--- src/rtl/countdown_timer_if.sv ---
// Control/status bundle for countdown_timer: the master drives load/start/stop/tick
// controls and the slave (the timer) returns count, busy and done.
interface countdown_timer_if #(
  parameter int WIDTH = 8
);
  logic             en;
  logic             ld;
  logic [WIDTH-1:0] v;
  logic             start;
  logic             stop;
  logic             auto_rl;
  logic [WIDTH-1:0] count;
  logic             busy;
  logic             done;

  modport master (
    output en, ld, v, start, stop, auto_rl,
    input  count, busy, done
  );

  modport slave (
    input  en, ld, v, start, stop, auto_rl,
    output count, busy, done
  );
endinterface

--- src/rtl/countdown_timer.sv ---
// Loadable down-counter with start/stop control, optional auto-reload and a
// one-cycle done pulse in the cycle the count reaches its terminal value.
module countdown_timer #(
  parameter int WIDTH = 8
) (
  input  logic              clk,
  input  logic              rst,
  countdown_timer_if.slave  bus
);
  typedef enum logic {S_IDLE = 1'b0, S_RUN = 1'b1} state_t;

  localparam logic [WIDTH-1:0] C_ONE = {{(WIDTH-1){1'b0}}, 1'b1};

  state_t           r_state;
  logic [WIDTH-1:0] r_count;
  logic [WIDTH-1:0] r_reload;
  logic             r_busy;
  logic             r_done;

  always_ff @(posedge clk or posedge rst) begin
    if (rst) begin
      r_state  <= S_IDLE;
      r_count  <= '0;
      r_reload <= '0;
      r_busy   <= 1'b0;
      r_done   <= 1'b0;
    end else begin
      r_done <= 1'b0;
      if (bus.ld) begin
        r_count  <= bus.v;
        r_reload <= bus.v;
        r_state  <= S_IDLE;
        r_busy   <= 1'b0;
      end else if (bus.stop) begin
        // A stop in IDLE is swallowed here so a simultaneous start is ignored too.
        if (r_state == S_RUN) begin
          r_state <= S_IDLE;
          r_busy  <= 1'b0;
        end
      end else if (bus.start && r_state == S_IDLE) begin
        if (r_count != '0) begin
          r_state <= S_RUN;
          r_busy  <= 1'b1;
        end else begin
          r_done <= 1'b1;
        end
      end else if (r_state == S_RUN && bus.en) begin
        if (r_count > C_ONE) begin
          r_count <= r_count - C_ONE;
        end else if (r_count == C_ONE) begin
          r_done <= 1'b1;
          // A zero reload would spin forever, so it terminates like non-auto mode.
          if (bus.auto_rl && r_reload != '0) begin
            r_count <= r_reload;
          end else begin
            r_count <= '0;
            r_state <= S_IDLE;
            r_busy  <= 1'b0;
          end
        end else begin
          r_state <= S_IDLE;
          r_busy  <= 1'b0;
        end
      end
    end
  end

  assign bus.count = r_count;
  assign bus.busy  = r_busy;
  assign bus.done  = r_done;
endmodule

--- src/flat_wrapper.sv ---
// flat-port wrapper written by rule: the top's interface ports become plain ports
module countdown_timer_flat 
#(
  parameter int WIDTH = 8
)
  (clk, rst, bus_en, bus_ld, bus_v, bus_start, bus_stop, bus_auto_rl, bus_count, bus_busy, bus_done);
  countdown_timer_if #(.WIDTH(WIDTH)) bus_i ();
  input  logic clk;
  input  logic rst;
  input wire logic [$bits(bus_i.en)-1:0] bus_en;
  input wire logic [$bits(bus_i.ld)-1:0] bus_ld;
  input wire logic [$bits(bus_i.v)-1:0] bus_v;
  input wire logic [$bits(bus_i.start)-1:0] bus_start;
  input wire logic [$bits(bus_i.stop)-1:0] bus_stop;
  input wire logic [$bits(bus_i.auto_rl)-1:0] bus_auto_rl;
  output wire logic [$bits(bus_i.count)-1:0] bus_count;
  output wire logic [$bits(bus_i.busy)-1:0] bus_busy;
  output wire logic [$bits(bus_i.done)-1:0] bus_done;
  assign bus_i.en = bus_en;
  assign bus_i.ld = bus_ld;
  assign bus_i.v = bus_v;
  assign bus_i.start = bus_start;
  assign bus_i.stop = bus_stop;
  assign bus_i.auto_rl = bus_auto_rl;
  assign bus_count = bus_i.count;
  assign bus_busy = bus_i.busy;
  assign bus_done = bus_i.done;
  countdown_timer #(.WIDTH(WIDTH)) u_core (.clk(clk), .rst(rst), .bus(bus_i));
endmodule
--- config.mk ---
export PLATFORM = sky130hd
export DESIGN_NAME = countdown_timer_flat
export DESIGN_NICKNAME = d
export VERILOG_FILES = /design/src/rtl/countdown_timer_if.sv /design/src/rtl/countdown_timer.sv /design/src/flat_wrapper.sv
export SDC_FILE = /design/constraint.sdc
export NUM_CORES = 1
export LEC_CHECK = 0
export BUFFER_PORTS_ARGS = -buffer_cell sky130_fd_sc_hd__buf_4
export CAP_MARGIN = 20
export CORE_AREA = 3 3 53 55
export DETAILED_ROUTE_END_ITERATION = 7
export DIE_AREA = 0 0 56 58
export PLACE_DENSITY = 0.84
export REMOVE_ABC_BUFFERS = 1
export SYNTH_ARGS = -nofsm -noshare
export SYNTH_HDL_FRONTEND = slang
export SYNTH_SLANG_ARGS = --single-unit
--- constraint.sdc ---
create_clock -name clk -period 2.44 [get_ports clk]
set_clock_uncertainty 0.05 [all_clocks]
set_input_delay 0.488 -clock clk [delete_from_list [all_inputs] [get_ports clk]]
set_output_delay 0.488 -clock clk [all_outputs]
set_load 0.02 [all_outputs]
==> impl_metrics.csv <==
group,metric,value,unit
yosys,synthTopCellsByArea,"dfrtp_1, mux2_2, nand2_1, mux2i_1, ha_1",
routing,drt_iter0_drc,54,
sta,rsz0062_at_grt,"false",
critical_path,slowest_delay,590,ps
critical_path,path_cells,"inv_1, ha_1, nor2b_1, a311oi_4, nor2_2, o32a_1",
die,die_w,56,um
status,status,"finished, final reports clean",
yosys,synth_ff_type,"dfrtp_1",
clock_network,cts_tree,"yes",
critical_path,rrSetupSlack,170,ps
cells_and_area,drive_above_1_share,28.7,%
die,std_cell_rows,18,
critical_path,worstPathArrival,2440,ps
routing,wire_per_inst,16.5,um
cells_and_area,design_area,1470,sq um
critical_path,crit_fanout,10,
sta,finalMaxSlewViolations,0,
yosys,yosys_warnings,0,
routing,postRouteAntennaNets,0,
critical_path,critPathSlowestCell,"a311oi_4",
sta,worst_pin_slew,732,ps
power_and_ir_drop,leakagePower,0.000641,uW
sta,finalSetupViolCount,0,
yosys,synth.top_cell.area_share,37.7,%
routing,drc,0,
cells_and_area,fin_cells,180,
cells_and_area,nFillCells,207,
worst_hold_path,hp-class,"in2async",
place,post_dp_cell_area,1440,sq um
sta,finalHoldViolCount,0,
sta,finalSetupTns,0,ps
yosys,post-synth-top-count-cell,"dfrtp_1",
global_routing,grt_pass1_wl,5040,um
die,die_h,58,um
clock_network,insertion_delay,310,ps
die,pin_count,25,
clock_network,cts.path.max_buffers,2,
global_routing,grt_start_max_net_pins,34,
sta,post-route-period-util,93.2,%
clock_network,numCtsBuffers,3,
die,core_area,2430,sq um
place,pre_cts_ws,188,ps
global_routing,grt-ovfl-total,0,
cells_and_area,syn_to_final_growth,16.9,%
power_and_ir_drop,vdd_ir_drop_max,0.401,mV
critical_path,end_kind,"flop",
yosys,ys_async_sr_fraction,100,%
yosys,synth-seq-cells,19,
clock_network,hold_buffers,0,
yosys,synth_cells,128,
die,initial_core_util,51.9,%
sta,final.setup.worst_slack,167,ps
place,dp_hpwl,2140,um
run,cap_violations,0,
yosys,ys_types,52,
global_routing,grt_antenna_before_repair,0,
critical_path,worstRegToRegCells,6,
yosys,synth_common_cells,"dfrtp_1, nand2_1, inv_1, a31oi_1, o21ai_0",
power_and_ir_drop,p_per_area,600,nW/um^2
yosys,synth-edff-count,0,
place,place_congestion,0.881,
sta,fmax,440,MHz
clock_network,clock_sinks,19,
clock_network,post_cts_resized,0,
critical_path,r2r_end,"u_core.bus.count[7]",
sta,fin_crit,2270,ps
routing,drt_wl_total,2970,um
cells_and_area,antenna_cells,0,
clock_network,htreeDepth,1,
sta,slew_headroom,51.1,%
critical_path,crit_type,"reg2reg",
place,io_buffer_count,24,
cells_and_area,layout.nets,169,
die,dieArea,3250,sq um
routing,post_drt_via_cell_ratio,6.14,
yosys,seq_area_frac_synth,37.7,%
clock_network,cts_setup_buffers,0,
yosys,synth_area,1260,sq um
clock_network,clk_transition_reported_paths,130,ps
critical_path,timing.rr.start,"u_core.bus.count[0]",
place,dp_cells,176,
clock_network,clockRootBuffer,"clkbuf_4",
yosys,netlist.top_cell.by_area,"dfrtp_1",
routing,vias,1106,
routing,dr.pass1.iters,4,
global_routing,grt_pass1_vias,1116,
global_routing,grt_usage,19.5,%
cells_and_area,utilization,60.6,%
critical_path,worst_setup_path_start_kind,"flop",
critical_path,cp.required,2600,ps
yosys,syn_avg_cell_area,9.85,sq um
-- power breakdown --
part	switching (uW)	leakage, uW	internal [uW]
Combinational	163	0.000394	138
Clock	109	0.0000139	62.6
Sequential	62.0	0.000233	350
Total	333	0.000641	551
-- layer usage --
metal / vias up / wire length, um / share of wire (%) / track usage [%]
met5: - / 0 / 0 / 0
met2: 32 / 1400 / 47 / 31.4
li1: 527 / - / - / -
met3: 9 / 165 / 5.6 / 4.68
met4: 0 / 60 / 2.0 / 8.81
met1: 538 / 1340 / 45 / 25.0
-- state kept, by name (all words and copies together), names as in the netlist --
signal and cells:
u_core.bus.count 8, u_core.r_reload 8, u_core.bus.busy 1, u_core.bus.done 1, u_core.r_state 1
-- metrics by stage --
| stage | total power, uW | hold WS, ps |
|---|---|---|
| finish | 884 | 232 |
| global route | 938 | 297 |
| floorplan | 589 | 389 |
| global placement | 712 | 473 |
| CTS | 889 | 247 |
| detailed placement | 717 | 489 |
-- cells in the final DEF, fill, tap and decap left out, drive strengths merged, types with 2 or more instances in the layout --
cell type and count:
buf 27, dfrtp 19, nand2 12, inv 8
o21ai 6, a31oi 5, mux2 4, mux2i 4
nor2 4, nor4 4, nand3 3, nor3 3
o2bb2ai 3, ha 3, clkbuf 3, or2 3
a311oi 3, nand4b 2, a21oi 2, nor2b 2
xor2 2, and2 2, a211oi 2, o21a 2
or4 2, a2111oi 2
-- final cells by class --
type	instances	area (sq um)	share of cell area (%)
Clock buffer	3	22.5	1.53
Clock inverter	1	7.51	0.509
Inverter	8	30.0	2.04
Multi-Input combinational cell	92	698	47.4
Sequential cell	19	475	32.3
Tap cell	30	37.5	2.55
Timing Repair Buffer	27	203	13.8
-- kinds of logic (layout without fill, tap and decap cells) --
kind of cell	count (synthesis)	in the layout	share of synthesized area, %
XOR/XNOR	2	2	1.39
buffers and inverters	17	39	6.94
flip-flops	19	19	37.7
multiplexers	8	8	6.75
AND/OR/NAND/NOR	44	44	21.4
adder cells (fa/ha/maj)	3	3	2.98
AO/OA/AOI/OAI	35	35	22.8
-- critical path, delay by kind of cell, from the launching register on --
family	cells	cell delay, ps
compound gates	2	960
fa+ha+maj	1	290
buf+inv	1	120
flops	1	460
simple gates	2	310
-- how the worst max path moves through the flow --
stage                         from                  end  slack [ps]  depth (start not counted)
6_report       u_core.bus.count[0]  u_core.bus.count[7]         170                          6
5_1_grt        u_core.bus.count[0]  u_core.bus.count[7]          70                          6
4_1_cts        u_core.bus.count[0]  u_core.bus.count[7]         180                          6
3_5_place_dp   u_core.bus.count[0]  u_core.bus.count[7]         190                          6
3_3_place_gp   u_core.bus.count[0]  u_core.bus.count[7]         300                          6
2_1_floorplan  u_core.bus.count[0]  u_core.bus.count[7]         340                          6
Power figures use the tool's default switching activity.
